$ cat src/rtl/segment_decode_capture_pkg.sv
// Shared 7-segment glyph definitions used by the hex encoder and the capture decoder.
package segment_decode_capture_pkg;

    // Active-low glyphs, bit order [6:0] = g..a
    localparam logic [6:0] SEG_0 = 7'h40;
    localparam logic [6:0] SEG_1 = 7'h79;
    localparam logic [6:0] SEG_2 = 7'h24;
    localparam logic [6:0] SEG_3 = 7'h30;
    localparam logic [6:0] SEG_4 = 7'h19;
    localparam logic [6:0] SEG_5 = 7'h12;
    localparam logic [6:0] SEG_6 = 7'h02;
    localparam logic [6:0] SEG_7 = 7'h78;
    localparam logic [6:0] SEG_8 = 7'h00;
    localparam logic [6:0] SEG_9 = 7'h10;
    localparam logic [6:0] SEG_A = 7'h08;
    localparam logic [6:0] SEG_B = 7'h03;
    localparam logic [6:0] SEG_C = 7'h27;
    localparam logic [6:0] SEG_D = 7'h21;
    localparam logic [6:0] SEG_E = 7'h06;
    localparam logic [6:0] SEG_F = 7'h0E;

    // Result of decoding one glyph back to a hex digit
    typedef struct packed {
        logic       valid;
        logic [3:0] nibble;
    } seg_dec_t;

    // Decoder output for a pattern that is not one of the sixteen glyphs
    localparam seg_dec_t SEG_INVALID = 5'b0_0000;

    // Forward mapping used by the encoder side
    function automatic logic [6:0] hex_to_seg(input logic [3:0] n);
        case (n)
            4'h0: hex_to_seg = SEG_0;
            4'h1: hex_to_seg = SEG_1;
            4'h2: hex_to_seg = SEG_2;
            4'h3: hex_to_seg = SEG_3;
            4'h4: hex_to_seg = SEG_4;
            4'h5: hex_to_seg = SEG_5;
            4'h6: hex_to_seg = SEG_6;
            4'h7: hex_to_seg = SEG_7;
            4'h8: hex_to_seg = SEG_8;
            4'h9: hex_to_seg = SEG_9;
            4'hA: hex_to_seg = SEG_A;
            4'hB: hex_to_seg = SEG_B;
            4'hC: hex_to_seg = SEG_C;
            4'hD: hex_to_seg = SEG_D;
            4'hE: hex_to_seg = SEG_E;
            default: hex_to_seg = SEG_F;
        endcase
    endfunction

endpackage

$ cat src/rtl/segment_decode_capture_seg7_to_hex.sv
// Combinational inverse of the hex-to-7-segment encoder.
module seg7_to_hex
    import segment_decode_capture_pkg::*;
(
    input  logic [6:0] seg,
    output logic       valid,
    output logic [3:0] nibble
);

    seg_dec_t dec;

    // Map each known glyph back to its hex value; anything else is flagged invalid
    always_comb begin
        dec = SEG_INVALID;
        case (seg)
            SEG_0: dec = {1'b1, 4'h0};
            SEG_1: dec = {1'b1, 4'h1};
            SEG_2: dec = {1'b1, 4'h2};
            SEG_3: dec = {1'b1, 4'h3};
            SEG_4: dec = {1'b1, 4'h4};
            SEG_5: dec = {1'b1, 4'h5};
            SEG_6: dec = {1'b1, 4'h6};
            SEG_7: dec = {1'b1, 4'h7};
            SEG_8: dec = {1'b1, 4'h8};
            SEG_9: dec = {1'b1, 4'h9};
            SEG_A: dec = {1'b1, 4'hA};
            SEG_B: dec = {1'b1, 4'hB};
            SEG_C: dec = {1'b1, 4'hC};
            SEG_D: dec = {1'b1, 4'hD};
            SEG_E: dec = {1'b1, 4'hE};
            SEG_F: dec = {1'b1, 4'hF};
            default: dec = SEG_INVALID;
        endcase
    end

    assign valid  = dec.valid;
    assign nibble = dec.nibble;

endmodule

$ cat src/rtl/segment_decode_capture.sv
// Samples a scanned 7-segment bus, debounces each digit and assembles the displayed word.
module segment_decode_capture
    import segment_decode_capture_pkg::*;
#(
    parameter int DIGITS        = 4,
    parameter int STABLE_CYCLES = 4
) (
    input  logic                        clk,
    input  logic                        rst,
    input  logic [7:0]                  seg_in,
    input  logic [DIGITS-1:0]           dig_sel,
    output logic [4*DIGITS-1:0]         word_out,
    output logic                        word_valid,
    output logic                        pat_err,
    output logic [$clog2(DIGITS)-1:0]   err_digit
);

    localparam int IW = $clog2(DIGITS);
    localparam int CW = $clog2(STABLE_CYCLES);
    localparam logic [CW-1:0] CNT_MAX = CW'(STABLE_CYCLES - 1);
    localparam logic [CW-1:0] CNT_ARM = CW'(STABLE_CYCLES - 2);

    logic [6:0]          seg_q, prev_seg;
    logic [DIGITS-1:0]   sel_q, prev_sel;
    logic [CW-1:0]       cnt;
    logic                armed;
    logic [DIGITS-1:0]   mask;
    logic [4*DIGITS-1:0] slots;

    logic                sel_onehot;
    logic                stable;
    logic                capture;
    logic                complete;
    logic                dec_valid;
    logic [3:0]          dec_nibble;
    logic [IW-1:0]       sel_idx;
    logic [4*DIGITS-1:0] next_slots;

    // The decimal point carries no digit information and is dropped here
    logic unused_dp;
    assign unused_dp = seg_in[7];

    seg7_to_hex u_seg7_to_hex (
        .seg    (seg_q),
        .valid  (dec_valid),
        .nibble (dec_nibble)
    );

    // Stability test, digit index, capture decision and the slot image including this capture
    always_comb begin
        sel_onehot = $onehot(sel_q);
        stable     = sel_onehot && (seg_q == prev_seg) && (sel_q == prev_sel);
        capture    = stable && armed && (cnt == CNT_ARM);
        sel_idx    = '0;
        for (int i = 0; i < DIGITS; i++) begin
            if (sel_q[i]) begin
                sel_idx = IW'(i);
            end
        end
        next_slots = slots;
        next_slots[4*sel_idx +: 4] = dec_nibble;
        complete   = capture && dec_valid && ((mask | sel_q) == '1);
    end

    // Register the incoming sample and keep the previous one for comparison
    always_ff @(posedge clk or posedge rst) begin
        if (rst) begin
            seg_q    <= '0;
            sel_q    <= '0;
            prev_seg <= '0;
            prev_sel <= '0;
        end else begin
            seg_q    <= seg_in[6:0];
            sel_q    <= dig_sel;
            prev_seg <= seg_q;
            prev_sel <= sel_q;
        end
    end

    // Count identical one-hot samples; any change re-arms so each stable run captures once
    always_ff @(posedge clk or posedge rst) begin
        if (rst) begin
            cnt   <= '0;
            armed <= 1'b0;
        end else if (stable) begin
            if (cnt != CNT_MAX) begin
                cnt <= cnt + CW'(1);
            end
            if (capture) begin
                armed <= 1'b0;
            end
        end else begin
            cnt   <= '0;
            armed <= 1'b1;
        end
    end

    // Store captured digits, flag bad glyphs and publish the word once every digit is present
    always_ff @(posedge clk or posedge rst) begin
        if (rst) begin
            slots      <= '0;
            mask       <= '0;
            word_out   <= '0;
            word_valid <= 1'b0;
            pat_err    <= 1'b0;
            err_digit  <= '0;
        end else begin
            word_valid <= 1'b0;
            pat_err    <= 1'b0;
            if (capture) begin
                if (dec_valid) begin
                    slots <= next_slots;
                    if (complete) begin
                        word_out   <= next_slots;
                        word_valid <= 1'b1;
                        mask       <= '0;
                    end else begin
                        mask <= mask | sel_q;
                    end
                end else begin
                    pat_err   <= 1'b1;
                    err_digit <= sel_idx;
                    mask      <= mask & ~sel_q;
                end
            end
        end
    end

endmodule

$ cat config.mk
export PLATFORM = sky130hd
export DESIGN_NAME = segment_decode_capture
export DESIGN_NICKNAME = d
export VERILOG_FILES = /design/src/rtl/segment_decode_capture_pkg.sv /design/src/rtl/segment_decode_capture_seg7_to_hex.sv /design/src/rtl/segment_decode_capture.sv
export SDC_FILE = /design/constraint.sdc
export NUM_CORES = 1
export LEC_CHECK = 0
export BUFFER_PORTS_ARGS = -buffer_cell sky130_fd_sc_hd__buf_2
export CAP_MARGIN = 30
export CORE_MARGIN = 2
export CORE_UTILIZATION = 35
export CTS_BUF_LIST = sky130_fd_sc_hd__clkbuf_8
export CTS_CLUSTER_SIZE = 14
export DETAILED_ROUTE_END_ITERATION = 10
export PLACE_DENSITY = 0.58
export SYNTH_ARGS = -nofsm -noshare
export SYNTH_HDL_FRONTEND = slang
export SYNTH_SLANG_ARGS = --single-unit
export TNS_END_PERCENT = 5
$ cat constraint.sdc
create_clock -name clk -period 3.5 [get_ports clk]
set_input_delay 0 -clock clk [delete_from_list [all_inputs] [get_ports clk]]
set_output_delay 0 -clock clk [all_outputs]
set_load 0.02 [all_outputs]
# Yosys cells after proc, flatten, opt, wreduce, memory -nomap -nowiden
# Cells that the tools add are included.
# op_classes
addsub	5
eq_ne	23
shifts	2
muxes	16
n_bitwise	4
n_reduce_logical	10
# ops
operator	n
5-bit one-hot mux with 16 select lines	1
4-bit negation with 34-bit output	1
4-bit by 34-bit variable shift with 16-bit output, first input constant	1
4-bit by 34-bit indexed part select with 16-bit output	1
7-bit by 6-bit equality test with 1-bit output, second input constant	4
7-bit by 5-bit equality test with 1-bit output, second input constant	3
7-bit equality test, second input constant	3
16-bit bitwise mux	1
7-bit by 2-bit equality test with 1-bit output, second input constant	2
7-bit by 4-bit equality test with 1-bit output, second input constant	2
1-bit two-way mux	8
2-bit two-way mux	4
4-bit two-way mux	2
7-bit by 3-bit equality test with 1-bit output, second input constant	1
7-bit equality test	1
7-bit logical NOT	1
1-bit logical AND	6
1-bit by 1-bit adder with 2-bit output	2
4-bit AND	1
4-bit equality test	1
4-bit equality test, second input constant	1
2-bit by 1-bit inequality test with 1-bit output, second input constant	2
4-bit NOT	1
4-bit bitwise OR	1
8 further kinds	9
# word_totals
register_bits	65
out_inout_bits	20
elab_cells	72

# Logic depth before layout (Yosys ltp)
# logic_depth
depth_word	12
ltp_mapped	13
mapped_depth_nobuf	11

# Modules after synthesis
# Synthesis repeated with hierarchy kept, for this count alone.
# hier_totals
hier_cells	315
area_unflattened_um2	3188.1
# modules_own_cells
mod	n_inst	cells_per_inst	area_per_inst_um2	seq_area_each_um2
segment_decode_capture	1	253	2736.4	1626.6
seg7_to_hex	1	62	451.7	0.0

# Least setup slack after synthesis
# Ideal clock, no wire load.
# synth_timing
path_type	reg2reg
start	register sel_q[0]
end	register err_digit[0]
setup_time_ns	0.125
arrival_ns	2.931
t_required_ns	3.375
path_slack_ns	0.444
path_stages_with_launch	11
path_buffers	0
synth_period_minus_slack_ns	3.056
cell_sequence	dfrtp_1 > inv_1 > fa_1 > inv_1 > ha_1 > ha_1 > nor3b_1 > nand4_1 > nor4b_4 > and2_4 > mux2_4
# synth_via
elab_chain_len	8
elab_cells_between_ends	9
cone_classes	add/sub (2); eq/ne (2); reduce/logical (5)
# synth_lines
element	line	rtl
from (decl)	segment_decode_capture.sv:24	logic [DIGITS-1:0] sel_q, prev_sel;
from (signal assigned)	segment_decode_capture.sv:74	sel_q <= dig_sel;
1-bit by 1-bit adder with 2-bit output (implied by the code)	segment_decode_capture.sv:51	sel_onehot = $onehot(sel_q);
2-bit by 2-bit adder with 3-bit output (implied by the code)	segment_decode_capture.sv:51	
3-bit by 1-bit equality test with 1-bit output	segment_decode_capture.sv:51	
1-bit logical AND	segment_decode_capture.sv:52	stable = sel_onehot && (seg_q == prev_seg) && (sel_q == prev_sel);
1-bit logical AND (*)	segment_decode_capture.sv:52	
1-bit logical AND (*) (2 in series)	segment_decode_capture.sv:53	capture = stable && armed && (cnt == CNT_ARM);
2-bit AND reduction (no source line) (*)	-	
to (signal assigned)	segment_decode_capture.sv:122	err_digit <= sel_idx;
to (decl)	segment_decode_capture.sv:15	output logic [$clog2(DIGITS)-1:0] err_digit
# Mark *: on every way between the ends. The rest lies on a longest branch, timed or not.
# A chain may end at the register's enable or synchronous reset.

# Worst setup path in the final report
# layout_timing
start	register sel_q[0]
end	register slots[13]
# layout_via
elab_chain_len	8
elab_cells_between_ends	9
cone_classes	add/sub (2); eq/ne (2); reduce/logical (5)
# layout_lines
element	line	rtl
1-bit by 1-bit adder with 2-bit output (implied by the code)	segment_decode_capture.sv:51	
2-bit by 2-bit adder with 3-bit output (implied by the code)	segment_decode_capture.sv:51	
3-bit by 1-bit equality test with 1-bit output	segment_decode_capture.sv:51	
1-bit logical AND	segment_decode_capture.sv:52	
1-bit logical AND (*)	segment_decode_capture.sv:52	
1-bit logical AND (*) (2 in series)	segment_decode_capture.sv:53	
2-bit AND reduction (no source line) (*)	-	
to (signal assigned)	segment_decode_capture.sv:112	slots <= next_slots;
to (decl)	segment_decode_capture.sv:28	logic [4*DIGITS-1:0] slots;
# Marks and branches as above.

==> metrics.txt <==
area of the die 10200 sq um; Area Growth Syn to Fin 15.3%; Mapped Nets 333; Vias 2404; Setup Buffers After CTS 0; met3 Use GR 3.54%; CTS root buf clkbuf_8; fmax 0.324 GHz; register clock-pin slew on the reported worst setup and hold paths 70 ps; end of the worst register-to-register path slots[13]; synth cell count leaders dfrtp_1 (65), nand2_1 (37), o21ai_0 (36); number of global-route vias before repair 2342; most frequent cell after synthesis dfrtp_1; overall routing resource usage around 14%; nets around 380; Seq/Total Area, Yosys 49.3%; fillers between 800 and 900; area of the multi-input gates around 1500 sq um; worst vdd ir 0.000144 V; Clock Latency Late Sink ~330 ps; CTS buffer count 9; post-route minimum period about 3000 ps; Yosys cell types 58; Max Buffers Root-to-Sink 2; Hold Vio Cnt, Final 0; CP Class flip-flop to flip-flop; Vias/cell 5.09; Cell Rows 35; WL/cell around 14 um; H-Tree Depth 3; first-pass GRT wire length 11300 um; pwr dens between 300 and 400 nW/um^2; largest net degree at the start of global routing 42; routability-driven placement congestion ratio 0.752; IO Port Bufs 32; Die Y 101 um; worst reg-to-reg path cell count 12; outcome complete, no violations; Seq. cell area 1630 sq um; total negative slack 0 ps; met1 Usage GRT 19.4%; Critical Path RT 3690 ps; Remaining DRCs 0; Post-Syn Instances 310; Initial Util about 36%; Tot Pwr 1460 uW; io pins 34; path category of the worst min-delay check input pin to flip-flop; Worst Setup SP sel_q[0]; slew at the pin closest to its max-slew limit 836 ps; clk_skew 10.4 ps; initial antenna violation count 0; Synth top area share 49.3%; Max-Cap Viols 0; CTS Sinks 65; hpwl dp approximately 4600 um; Post-Syn Area 3300 sq um; GR peak layer met2; Die X 101 um; Synth Register Bits 65; layout cell share with drive strength beyond 1 ~22%; max-slew violations 0; WP data arrival between 3000 and 4000 ps; crit end category flip-flop; Worst Setup EP slots[13]; Worst Path Max Fanout 9; leakage power between 0.0015 and 0.002 uW; CTS tree yes; DRT Pass-1 Iters 5; EDFF count, synth 0; worst reg2reg startpoint sel_q[0]; routing usage on met2 21.7%; Tcrit/Tclk final 88.3%; GRT overflow 0; DR iter-0 viols approximately 120; syn avg cell area 10.6 sq um; top_reg_cell synth dfrtp_1; slew margin rel. 43.5%; antenna-violating nets left 0; final wirelength roughly 6500 um; Setup-failing EPs final 0; leading area contributor after synthesis dfrtp_1; crit start category flip-flop; R2R Setup Slk between 400 and 500 ps; RSZ-0062 raised after global routing false; fraction of registers with async set/reset 100%; Synth area leaders dfrtp_1 (49%), o21ai_0 (5.5%), nand2_1 (4.2%); DP Cell Count 446; total core area 9200 sq um; synth warn 0; Final Non-Filler Cells 472; antenna diode count 0
==> final cells by class <==
cell class | instances | area share [%]
well taps | 111 | 3.65
clock buffers | 11 | 3.98
multi-input cells | 219 | 39.3
flip-flops and latches | 65 | 42.8
inverters | 13 | 1.28
repair buffers | 50 | 8.56
clock inverters | 3 | 0.461
==> state kept, by name, indices dropped and copies added, names as in the netlist, 2 cells and up <==
| signal | flops |
|---|---|
| prev_seg | 7 |
| cnt | 2 |
| slots | 16 |
| word_out | 16 |
| mask | 4 |
| prev_sel | 4 |
| err_digit | 2 |
| sel_q | 4 |
| seg_q | 7 |
==> timing repair <==
item	in CTS	in global routing
hold buffers	12	0
gates resized for setup	0	1
setup endpoints to repair	0	3
hold endpoints to repair	51	0
==> cell families after synthesis <==
| family | Yosys count | share of synthesized area (%) |
|---|---|---|
| AOI/OAI and AO/OA | 89 | 17.0 |
| xor gates and xnor gates | 14 | 4.29 |
| muxes | 5 | 1.90 |
| and+or+nand+nor | 102 | 18.3 |
| adders and majority gates | 9 | 3.64 |
| DFF | 65 | 49.3 |
| buffers and inverters | 26 | 5.54 |
==> where the power goes <==
| group | internal (uW) | switching, uW |
|---|---|---|
| Combinational | 53.2 | 70.9 |
| Sequential | 764 | 24.4 |
| Clock | 285 | 267 |
| Total | 1100 | 362 |
==> critical path, cell delays in order (launching register included) <==
cell,delay (ps)
dfrtp_1,440
inv_1,100
fa_1,540
inv_1,50
ha_1,180
ha_1,280
nor3b_2,240
nand4_1,190
nor4b_4,340
buf_4,210
nand2_1,110
o21ai_0,160
o21ai_0,110
==> worst min-delay path by stage <==
stage,startpoint,cells after the start,to,slack (ps)
2_1_floorplan,seg_in[0],0,seg_q[0],30
3_3_place_gp,dig_sel[2],1,sel_q[2],110
3_5_place_dp,seg_in[0],1,seg_q[0],110
4_1_cts,dig_sel[1],2,sel_q[1],290
5_1_grt,dig_sel[0],2,sel_q[0],280
6_report,seg_in[6],2,seg_q[6],300
==> layout by cell type, fill, tap and decap left out, types with 2 or more instances in the layout <==
cell	instances
a21oi_1	22
a22oi_1	2
and3_1	2
buf_2	32
buf_4	6
clkbuf_8	11
clkinv_2	2
dfrtp_1	65
dlygate4sd3_1	12
ha_1	8
inv_1	12
mux2_4	2
nand2_1	37
nand2b_1	4
nand3_1	3
nand3b_1	2
nand4_1	4
nor2_1	9
nor2_2	2
nor2b_1	16
nor3_1	5
nor4b_2	2
o21ai_0	36
o21ai_1	7
o21ai_2	8
o311ai_4	2
or3_1	2
xnor2_1	12
==> metrics by stage <==
stage / instance area (sq um) / util, % / hold WS [ps] / setup slack, ps
3_3_place_gp: 3510 / 38.1 / 108 / 353
6_report: 3800 / 41.3 / 302 / 409
2_1_floorplan: 3300 / - / 31.4 / 444
5_1_grt: 3800 / 41.3 / 284 / 81.3
3_5_place_dp: 3510 / 38.1 / 109 / 303
4_1_cts: 3800 / 41.3 / 287 / 282
==> per-layer routing <==
layer,vias up,routed length [um]
met2,51,2860
met3,11,289
met4,0,117
met1,1160,3190
li1,1182,-
met5,-,0
(Power assumes the default switching activity.)
